[src/rtl/coef_mul_stream.sv]
// Streaming 12x12 -> 24-bit coefficient multiplier feeding the K-RED stage.
// Two-stage valid/ready pipeline with per-polynomial frame tagging (out_last),
// a one-cycle done pulse after each frame drains, and a sticky range error.
module coef_mul_stream #(
  parameter int W = 12,
  parameter int N = 256,
  parameter int Q = 3329
) (
  input  logic           clk,
  input  logic           rst,
  input  logic           clr,
  input  logic           in_valid,
  output logic           in_ready,
  input  logic [W-1:0]   in_a,
  input  logic [W-1:0]   in_b,
  output logic           out_valid,
  input  logic           out_ready,
  output logic [2*W-1:0] out_c,
  output logic           out_last,
  output logic           done,
  output logic           err
);

  localparam int IW = (N > 1) ? $clog2(N) : 1;
  localparam logic [IW-1:0] IDX_LAST = IW'(N - 1);
  localparam logic [W-1:0]  QW = W'(Q);

  logic clear, en, accept;

  logic           s1_v_q, s1_v_d;
  logic [W-1:0]   s1_a_q, s1_a_d;
  logic [W-1:0]   s1_b_q, s1_b_d;
  logic           s1_last_q, s1_last_d;
  logic           s2_v_q, s2_v_d;
  logic [2*W-1:0] s2_p_q, s2_p_d;
  logic           s2_last_q, s2_last_d;
  logic [IW-1:0]  idx_q, idx_d;
  logic           done_q, done_d;
  logic           err_q, err_d;
  logic [2*W-1:0] prod;

  // Handshake: both stages advance together whenever stage 2 is empty or drained.
  always_comb begin
    clear    = rst | clr;
    en       = !s2_v_q || out_ready;
    in_ready = en && !clear;
    accept   = in_valid && in_ready;
  end

  // Full-width unsigned product; operands zero-extended so nothing truncates.
  always_comb begin
    prod = {{W{1'b0}}, s1_a_q} * {{W{1'b0}}, s1_b_q};
  end

  // Next-state for pipeline stages, frame counter, done pulse and sticky error.
  always_comb begin
    s1_v_d    = s1_v_q;
    s1_a_d    = s1_a_q;
    s1_b_d    = s1_b_q;
    s1_last_d = s1_last_q;
    s2_v_d    = s2_v_q;
    s2_p_d    = s2_p_q;
    s2_last_d = s2_last_q;
    idx_d     = idx_q;
    if (en) begin
      s1_v_d    = accept;
      s1_a_d    = in_a;
      s1_b_d    = in_b;
      s1_last_d = accept && (idx_q == IDX_LAST);
      s2_v_d    = s1_v_q;
      s2_p_d    = prod;
      s2_last_d = s1_last_q;
    end
    if (accept) begin
      idx_d = (idx_q == IDX_LAST) ? '0 : idx_q + 1'b1;
    end
    done_d = s2_v_q && out_ready && s2_last_q;
    err_d  = err_q | (accept && ((in_a >= QW) || (in_b >= QW)));
  end

  // State register; rst and clr both wipe the pipeline and any frame in flight.
  always_ff @(posedge clk) begin
    if (clear) begin
      s1_v_q    <= 1'b0;
      s1_a_q    <= '0;
      s1_b_q    <= '0;
      s1_last_q <= 1'b0;
      s2_v_q    <= 1'b0;
      s2_p_q    <= '0;
      s2_last_q <= 1'b0;
      idx_q     <= '0;
      done_q    <= 1'b0;
      err_q     <= 1'b0;
    end else begin
      s1_v_q    <= s1_v_d;
      s1_a_q    <= s1_a_d;
      s1_b_q    <= s1_b_d;
      s1_last_q <= s1_last_d;
      s2_v_q    <= s2_v_d;
      s2_p_q    <= s2_p_d;
      s2_last_q <= s2_last_d;
      idx_q     <= idx_d;
      done_q    <= done_d;
      err_q     <= err_d;
    end
  end

  // Output drive straight from stage 2 so values hold during backpressure.
  always_comb begin
    out_valid = s2_v_q;
    out_c     = s2_p_q;
    out_last  = s2_v_q && s2_last_q;
    done      = done_q;
    err       = err_q;
  end

endmodule

[config.mk]
export PLATFORM = sky130hd
export DESIGN_NAME = coef_mul_stream
export DESIGN_NICKNAME = d
export VERILOG_FILES = /design/src/rtl/coef_mul_stream.sv
export SDC_FILE = /design/constraint.sdc
export NUM_CORES = 1
export LEC_CHECK = 0
export BUFFER_PORTS_ARGS = -buffer_cell sky130_fd_sc_hd__buf_4
export CORE_MARGIN = 3
export CORE_UTILIZATION = 30
export CTS_CLUSTER_SIZE = 30
export DETAILED_ROUTE_END_ITERATION = 6
export REMOVE_ABC_BUFFERS = 1
export SYNTH_ARGS = -nofsm -noshare
export SYNTH_HDL_FRONTEND = slang
export SYNTH_SLANG_ARGS = --single-unit
[constraint.sdc]
create_clock -name clk -period 6.7 [get_ports clk]
set_clock_uncertainty 0.05 [all_clocks]
set_input_delay 0.335 -clock clk [delete_from_list [all_inputs] [get_ports clk]]
set_output_delay 0.335 -clock clk [all_outputs]
set_load 0.005 [all_outputs]
# == Word-level counts from Yosys, hierarchy flattened ==
# Index checks and enable logic that the tools add are counted.
# totals
ff_bits,62
mem_count,0
output_inout_bits,29
ram_bits,0
mem_bits_ro,0
latchBits,0
inputBits,29
wordCells,29
# op_classes
mux,1
div,0
n_bitwise,2
shifts,0
mul,1
order_cmp,2
n_eq_ne,1
add_sub_neg,1
reduce_logical,11
# op_table
cell,count
$ge 12x12->1 const B,2
$mul 12x12->24,1
$add 8x1->8 const B,1
$eq 8x8->1 const B,1
$mux 8,1
$logic_and 1x1->1,7
$logic_not 1->1,2
$logic_or 1x1->1,2
$or 1x1->1,2

# == Longest topological paths before layout ==
# Gate-level depths: netlist (run 1).
# depth
word_depth,6
mapped_depth,20
depth_no_buf,18

# == Worst setup path after synthesis (run 1) ==
# OpenSTA, ideal clock, no wires.
# synth_path
kind,reg2reg
start,register s1_a_q[0]
end,register s2_p_q[14] (netlist: out_c[14])
setup_ns,0.123
t_required_ns,6.527
slack_ns,1.675
n_path_buf,1
stages_incl_launch_ff,17
t_arrival_ns,4.852
period_less_slack_ns,5.025
path_cell_list,dfxtp_1 clkbuf_1 nand2_1 fa_1 fa_1 inv_1 fa_1 fa_1 inv_1 fa_1 inv_1 ha_1 a2111oi_2 a22oi_2 a311o_1 nand2_1 o211ai_2
# synth_between
elab_chain_len,1
# synth_lines
element,line_no,rtl
"start, declared",31,"logic [W-1:0] s1_a_q, s1_a_d;"
"start signal, assigned",85,s1_a_q <= '0;
"start signal, assigned",96,s1_a_q <= s1_a_d;
$mul 12x12->24,52,"prod = {{W{1'b0}}, s1_a_q} * {{W{1'b0}}, s1_b_q};"
"end signal, assigned",100,s2_p_q <= s2_p_d;
"end, declared",35,"logic [2*W-1:0] s2_p_q, s2_p_d;"
# Every way passes these cells.
# A chain may end at the register's enable or synchronous reset.

# == Final worst setup path (run 1) ==
# layout_path
start,register s1_a_q[6]
end,register s2_p_q[18] (netlist: out_c[18])
# Same word-level chain as after synthesis.

==> results_dict.tcl, run 1 <==
set metrics [dict create \
    status "finished, final reports clean" \
    ys_types 57 \
    io_buffer_count 57 \
    grt_pass1_wl_um 27800 \
    grtUsageTotal_pct 13.4 \
    hold_viol_final 0 \
    clock-sinks 62 \
    overflow 0 \
    syn_to_final_growth_pct 13.5 \
    drv_slew 0 \
    synth_top_cell_area_share_pct 28.3 \
    hold_class "primary input to register" \
    period_share_pct 79.5 \
    syn_area_per_cell_um2 8.29 \
    synth_cells 852 \
    stdcell_area_um2 8020 \
    power_density_nw_per_um2 124 \
    place_area_um2 7730 \
    cp-start-kind "register" \
    critPathKind "register to register" \
    dr.pass1.iters 4 \
    drcViolationCount 0 \
    cts_made_buffers 9 \
    grt_most_used_layer "met2" \
    dominantRegCellSynth "dfxtp_1" \
    relSlewSlack_pct 32.2 \
    cp.required_ns 6.83 \
    path_buf_inv 3 \
    setup_viol 0 \
    max_freq_mhz 188 \
    ant_nets 0 \
    fin_crit_ns 5.33 \
    slowest_delay_ns 0.66 \
    core_um2 22900 \
    yosysWarnings 0 \
    die-area_um2 25400 \
    drtIter0Drc 222 \
    antenna_found_initial 0 \
    crit_path_top_delay_cell "dfxtp_1" \
    crit_chain "nand2_1 -> fa_1 -> fa_1 -> inv_1 -> fa_1 -> fa_1 -> inv_1 -> fa_1 -> inv_1 -> ha_1 -> a2111oi_2 -> a22oi_2 -> a41oi_1 -> xor2_1 -> a211oi_1" \
    htreeDepth 3 \
    grt_setup_unrepaired "no" \
    post_cts_resized 0 \
    async_reset_ff_share_pct 0 \
    grt_use_met3_pct 2.29 \
    nets 1071 \
    grt_use_met1_pct 17.4 \
    cpMostUsedCell "fa_1" \
    critPathArrivalTime_ns 5.46 \
    path_delay_family "adder cells" \
    tightest_slew_ns 1.02 \
    routed_wl_um 16300 \
    crit_start "s1_a_q[6]$_SDFFE_PP0N_" \
    clk_pin_slew_worst_paths_ns 0.06 \
    ir_drop_mv 0.105 \
    cts_tree "yes" \
    grt_max_degree 50 \
    cts_hold_buf 0 \
    p_leak_uw 0.00390 \
    met2_usage_pct 23.4 \
    post-synth-top-area-cell "fa_1" \
    via_per_inst 4.63 \
    n_antenna_cell 0 \
    setup_tns_ns 0 \
    synth-edff-count 0 \
    num_rows 55 \
    netlist_area_um2 7060 \
    fp.dieH_um 159 \
    start_util_pct 30.8 \
    synthTopCellsByArea "fa_1, dfxtp_1, ha_1, nand2_1, inv_1" \
    seq_area_frac_synth_pct 17.6 \
    avgRoutedWirePerCell_um 13.6 \
    critPathMaxFanout 13 \
    fp.dieW_um 159 \
    grt_pass1_vias 5576 \
    whs_ns 0.199 \
    timing.rr.start "s1_a_q[6]$_SDFFE_PP0N_" \
    final_layout_size_suffix_gt1_share_pct 10.3 \
    clockRootBuffer "clkbuf_16" \
    post-cts-setup-buffers 0 \
    synth-seq-cells 62 \
    vias 5541 \
    maxCapViolCount 0 \
    clock_latency_ns 0.35 \
    ioPinCount 58 \
    crit_path_end_kind "register" \
    place.gp.congestion 0.824 \
    hold_path.startpoint "in_a[2]" \
    clock_path_buffers 2 \
    dp_hpwl_um 12900 \
]
==> kinds of logic after synthesis <==
kind of cell	after synthesis	synth area share, %
buffers and inverters	183	9.85
adder cells (fa/ha/maj)	163	39.5
flip-flops	62	17.6
XOR/XNOR	19	2.36
AO/OA/AOI/OAI	104	10.0
AND/OR/NAND/NOR	321	20.7
==> sequential cells by signal (all words and copies together) (netlist names) <==
register / flops
done: 1
s1_last_q: 1
out_valid: 1
s1_v_q: 1
s2_last_q: 1
s1_a_q: 12
s1_b_q: 12
err: 1
idx_q: 8
out_c: 24
==> worst min-delay path: stages <==
cell	delay, ns
buf_4	0.11
nand2_1	0.05
a21oi_1	0.05
==> stage by stage <==
stage,utilization (%),worst slack (ns),power [uW],instances
2_1_floorplan,-,1.78,486,809
3_3_place_gp,33.7,1.42,540,1181
3_5_place_dp,33.7,1.35,542,1181
4_1_cts,35.0,1.35,1020,1197
5_1_grt,35.0,1.04,1050,1197
6_report,35.0,1.37,998,1197
==> Yosys cell counts (all sizes together) (2+ instances only) <==
cell       n
o21ai     14
nand4      5
o311a      2
ha        63
clkbuf    37
o31ai      2
fa       100
xnor2     10
and2      62
o41a       2
inv      139
nand3     14
o221ai     2
a211oi     4
nor2      27
a2111oi    2
a211o      2
xor2       9
and3       4
a21o       2
o21a       5
o211ai     3
nor3       2
nand2b     2
dfxtp     62
buf        6
nand2    193
a21oi     50
a311o      2
a31oi      5
or3        2
nor4       4
==> final timing paths <==
kind | endpoint | slack [ns] | cells after the start
max | out_c[18]$_SDFFE_PP0N_ | 1.37 | 15
min | s1_a_q[2]$_SDFFE_PP0N_ | 0.20 | 3
max reg2reg | out_c[18]$_SDFFE_PP0N_ | 1.37 | 15
min reg2reg | out_c[4]$_SDFFE_PP0N_ | 0.40 | 2
==> final cells by class <==
class	count	area, um^2
fill	2406	14900
multi-input combinational	607	5130
sequential	62	1240
inverter	140	526
timing repair buffer	59	443
tap	313	392
clock buffer	9	225
clock inverter	7	61.3
==> routing by layer <==
metal | routed length, um | up-vias
li1 | - | 2706
met1 | 7260 | 2750
met2 | 8360 | 73
met3 | 509 | 12
met4 | 199 | 0
met5 | 0 | -
==> power by group <==
group	leakage [uW]	total (uW)	internal (uW)	switching [uW]
Sequential	0.000504	403	379	24.4
Clock	0.000135	468	258	210
Combinational	0.00327	128	55.5	72.3
==> cell usage in the layout, fill, tap and decap left out, types with 3 or more instances in the layout <==
| cell | count |
|---|---|
| ha_1 | 63 |
| nand3_1 | 14 |
| dfxtp_1 | 62 |
| o21ai_1 | 7 |
| nor2_1 | 27 |
| xnor2_1 | 10 |
| and3_1 | 3 |
| clkbuf_16 | 9 |
| and2_1 | 62 |
| o21a_1 | 4 |
| inv_1 | 139 |
| nand4_1 | 5 |
| nor4_1 | 4 |
| a21oi_1 | 50 |
| nand2_1 | 191 |
| inv_6 | 3 |
| xor2_1 | 9 |
| buf_4 | 59 |
| a31oi_1 | 5 |
| fa_1 | 100 |
| a211oi_1 | 4 |
| o21ai_0 | 7 |
(Power assumes the default switching activity.)
==> inputs of run 2 (changes only) <==
- clock period: 6.7 -> 4.5 ns (I/O delays scaled with it)
==> run 2 against run 1 <==
Highest routed layer unchanged; the flow now finishes with violations (negative setup slack); setup slack worse by 1.7 ns; first-iteration DRC count down 15%; non-clock buffer count increased by 106.
==> results_dict.tcl, run 2 (synthesis gave the netlist of run 1 again) <==
set metrics [dict create \
    maxCapViolCount 0 \
    clock-sinks 62 \
    whs_ns 0.0743 \
    clk_pin_slew_worst_paths_ns 0.07 \
    fp.dieW_um 159 \
    power_density_nw_per_um2 169 \
    cts_made_buffers 9 \
    cp.required_ns 4.74 \
    fin_ws_ns -0.329 \
    period_share_pct 107 \
    critPathKind "register to register" \
    layout_commonest_cell "nand2_1" \
    critPathArrivalTime_ns 5.07 \
    ioPinCount 58 \
    fin_util_pct 40.9 \
    overflow 0 \
    grt_pass1_wl_um 30000 \
    hold_viol_final 0 \
    clock_path_buffers 2 \
    final_layout_size_suffix_gt1_share_pct 28.0 \
    io_buffer_count 57 \
    nets 1177 \
    dp_hpwl_um 13700 \
    max_freq_mhz 207 \
    status "finished, violations left" \
    power_uw 1580 \
    vias 5989 \
    cp-start-kind "register" \
    drv_slew 0 \
    grt_pass1_vias 6316 \
    largest_register_ffs 24 \
    setup_viol 13 \
    fin_crit_ns 4.83 \
    setup_tns_ns -2.62 \
    final_cell_mix "nand2_1, buf_4, inv_1, fa_1, and2_1" \
    clockRootBuffer "clkbuf_16" \
    drtIter0Drc 189 \
    violations "negative setup slack" \
    cts_hold_buf 0 \
    critPathMaxFanout 6 \
    clock_latency_ns 0.35 \
    drcViolationCount 0 \
    avgRoutedWirePerCell_um 13.6 \
    routed_wl_um 17800 \
    p_leak_uw 0.00447 \
    place_area_um2 8390 \
    relSlewSlack_pct 28.5 \
    fp.dieH_um 159 \
    ant_nets 0 \
    stdcell_area_um2 9360 \
    syn_to_final_growth_pct 32.5 \
    place.gp.congestion 0.863 \
    hold_class "primary input to register" \
    n_antenna_cell 0 \
    num_rows 55 \
    ir_drop_mv 0.142 \
    grt_max_degree 50 \
    via_per_inst 4.60 \
    htreeDepth 3 \
    grt_setup_unrepaired "yes" \
    antenna_found_initial 0 \
    cts_tree "yes" \
    start_util_pct 30.8 \
    dr.pass1.iters 4 \
    grtUsageTotal_pct 14.4 \
    core_um2 22900 \
    tightest_slew_ns 1.07 \
    die-area_um2 25400 \
    crit_path_end_kind "register" \
]
==> run 2: worst max-delay path, stage by stage, from the launching register on <==
cell,delay (ns)
dfxtp_4,0.37
and2_4,0.17
fa_1,0.54
inv_1,0.05
fa_1,0.49
inv_2,0.04
fa_1,0.51
fa_1,0.49
inv_1,0.05
fa_1,0.49
inv_2,0.05
ha_4,0.29
nand2_2,0.06
o311a_1,0.35
and4bb_1,0.23
or4_1,0.47
nand3_1,0.08
==> run 2: cell type report <==
type,count,area [um^2]
clock buffer,9,225
clock inverter,7,61.3
fill,2343,13600
inverter,140,526
multi-input combinational,607,5550
sequential,62,1300
tap,313,392
timing repair buffer,165,1310
==> run 2: where the power goes <==
| part | switching [uW] | internal [uW] |
|---|---|---|
| Combinational | 151 | 146 |
| Clock | 321 | 384 |
| Sequential | 19.5 | 560 |
| Total | 492 | 1090 |
==> run 2: through the flow <==
stage          setup WS, ns  cells
3_5_place_dp         -0.619   1268
4_1_cts              -0.329   1302
5_1_grt              -0.476   1303
3_3_place_gp         -0.539   1268
6_report             -0.329   1303
2_1_floorplan        -0.419    809
==> run 2: layer usage <==
metal	GRT usage, %	vias to the layer above	part of all wire (%)
met4	4.74	0	2.0
met5	0	-	0
met2	25.2	96	50
li1	-	2912	-
met1	17.8	2956	44
met3	2.84	25	3.3
==> run 2: path summary, 6_finish.rpt <==
kind                          start  cells after the start  slack, ns                endpoint
max          s1_b_q[6]$_SDFFE_PP0N_                     16      -0.33  out_c[23]$_SDFFE_PP0N_
min                         in_a[2]                      3       0.07  s1_a_q[2]$_SDFFE_PP0N_
max reg2reg  s1_b_q[6]$_SDFFE_PP0N_                     16      -0.33  out_c[23]$_SDFFE_PP0N_
min reg2reg  s1_last_q$_SDFFE_PP0N_                      2       0.40  s1_last_q$_SDFFE_PP0N_
==> run 2: what timing repair did <==
action                     4_1_cts  5_1_grt
setup endpoints to repair       15       15
resized for setup              115       14
pin swaps                       71       16
buffers inserted                18        1
cloned                           0        0
==> inputs of run 3 (changes only) <==
- SETUP_SLACK_MARGIN: unset -> 0.4
==> run 3 against run 2 <==
The flow still finishes with violations (negative setup slack); first-iteration DRC count rose by 25%; worst hold slack about the same; clock-buffer cell count stayed put; sequential power barely moved; total power rose by 0.20%; critical path depth is the same; sequential cell count unchanged; die area is the same; clock power is essentially flat; global-route usage about the same; sequential share of layout area decreased by 0.059 points; highest routed layer unchanged.
==> results_dict.tcl, run 3 (synthesis gave the netlist of run 1 again) <==
set metrics [dict create \
    start_util_pct 30.8 \
    setup_viol 13 \
    clockRootBuffer "clkbuf_16" \
    clk_pin_slew_worst_paths_ns 0.07 \
    grt_pass1_wl_um 30000 \
    cp.required_ns 4.74 \
    period_share_pct 107 \
    overflow 0 \
    syn_to_final_growth_pct 33.1 \
    p_leak_uw 0.00448 \
    cp-start-kind "register" \
    max_freq_mhz 207 \
    hold_viol_final 0 \
    intPower_uw 1090 \
    cts_made_buffers 9 \
    dp_hpwl_um 13700 \
    io_buffer_count 57 \
    crit_path_top_delay_cell "fa_1" \
    drv_slew 0 \
    vias 5960 \
    drcViolationCount 0 \
    grt_max_degree 50 \
    ir_drop_mv 0.142 \
    largest_register_ffs 24 \
    hold_class "primary input to register" \
    wl_met2_um 9030 \
    critPathMaxFanout 6 \
    slowest_delay_ns 0.54 \
    clock_path_buffers 2 \
    power_switching_uw 493 \
    power_uw 1590 \
    critPathArrivalTime_ns 5.07 \
    antenna_found_initial 0 \
    final_cell_mix "nand2_1, buf_4, inv_1, fa_1, and2_1" \
    critPathKind "register to register" \
    relSlewSlack_pct 29.0 \
    wl_met1_um 7770 \
    routed_wl_um 17800 \
    clockPowerShare_pct 44.5 \
    grtUsageTotal_pct 14.4 \
    nets 1178 \
    grt_setup_unrepaired "yes" \
    violations "negative setup slack" \
    p_seq_share_pct 36.5 \
    fin_ws_ns -0.328 \
    via_per_inst 4.57 \
    die-area_um2 25400 \
    setup_tns_ns -2.62 \
    fin_crit_ns 4.83 \
    avgRoutedWirePerCell_um 13.6 \
    drtIter0Drc 237 \
    n_antenna_cell 0 \
    crit_chain "and2_4 -> fa_1 -> inv_1 -> fa_1 -> inv_2 -> fa_1 -> fa_1 -> inv_1 -> fa_1 -> inv_2 -> ha_4 -> nand2_2 -> o311a_1 -> and4bb_1 -> or4_1 -> nand3_1" \
    htreeDepth 3 \
    place.gp.congestion 0.863 \
    highest_layer "met4" \
    swShare_pct 31.1 \
    status "finished, violations left" \
    ioPinCount 58 \
    cts_hold_buf 0 \
    fp.dieW_um 159 \
    maxCapViolCount 0 \
    dr.pass1.iters 4 \
    crit_path_end_kind "register" \
    ant_nets 0 \
    tightest_slew_ns 1.07 \
    cts_tree "yes" \
    p_comb_share_pct 19.0 \
    layout_commonest_cell "nand2_1" \
    num_rows 55 \
    power_density_nw_per_um2 169 \
    cpMostUsedCell "fa_1" \
    wl_met3_um 609 \
    pre_cts_ws_ns -0.619 \
    final_layout_size_suffix_gt1_share_pct 28.5 \
    core_um2 22900 \
    clock_latency_ns 0.35 \
    grt_pass1_vias 6322 \
    clock-sinks 62 \
    fp.dieH_um 159 \
]
-- run 3: changes by cell type in the layout (fill, tap and decap cells not counted) --
| cell | before | now |
|---|---|---|
| o21ai_2 | 3 | 2 |
| xor2_1 | 8 | 7 |
| fa_2 | 6 | 7 |
| xor2_2 | 1 | 2 |
| xnor2_2 | 2 | 3 |
| xnor2_1 | 8 | 7 |
| a21oi_1 | 48 | 47 |
| buf_6 | 20 | 21 |
| a21oi_2 | 1 | 2 |
| o21ai_4 | 0 | 1 |
| fa_1 | 94 | 93 |
-- run 3: what timing repair did --
action	4_1_cts	5_1_grt
setup buffers	18	2
pin swaps	73	19
setup endpoints to repair	17	17
resized for setup	120	15
-- run 3: final timing paths --
path	startpoint	end	slack, ns	cells after the start
worst max-delay path	s1_b_q[6]$_SDFFE_PP0N_	out_c[23]$_SDFFE_PP0N_	-0.33	16
worst min-delay path	in_a[2]	s1_a_q[2]$_SDFFE_PP0N_	0.07	3
worst max register to register	s1_b_q[6]$_SDFFE_PP0N_	out_c[23]$_SDFFE_PP0N_	-0.33	16
worst min register to register	s1_last_q$_SDFFE_PP0N_	s1_last_q$_SDFFE_PP0N_	0.40	2
-- run 3: metal layers --
layer  global-route usage (%)  up-vias
met2                     25.2      100
met3                     2.84       25
met1                     17.8     2920
met5                        0        -
li1                         -     2915
met4                     4.74        0
-- run 3: final cells by class --
cell class / instances / area [um^2]
Fill cell: 2338 / 13500
Multi-Input combinational cell: 607 / 5580
Timing Repair Buffer: 166 / 1330
Sequential cell: 62 / 1300
Inverter: 140 / 526
Tap cell: 313 / 392
Clock buffer: 9 / 225
Clock inverter: 7 / 61.3
-- run 3: stage by stage --
step / cells / instance area (um^2) / util, % / hold slack [ns]
floorplan: 809 / 6890 / - / 0.315
detailed placement: 1268 / 8390 / 36.6 / 0.392
CTS: 1302 / 9310 / 40.6 / 0.0627
global route: 1304 / 9400 / 41.0 / 0.0804
global placement: 1268 / 8390 / 36.6 / 0.386
finish: 1304 / 9400 / 41.0 / 0.0743
-- run 3: critical path: cells and delay by family, from the launching register on --
kind,cells,cell delay [ns]
buf+inv,4,0.19
compound gates,1,0.35
flops,1,0.37
fa+ha+maj,6,2.81
simple gates,5,1.01
-- run 3: power by group through the flow --
stage | Sequential [uW] | Combinational (uW) | Clock (uW)
2_1_floorplan | 597 | 127 | 0
3_3_place_gp | 594 | 252 | 0
3_5_place_dp | 595 | 254 | 0
4_1_cts | 579 | 298 | 728
5_1_grt | 582 | 339 | 745
6_report | 579 | 301 | 705
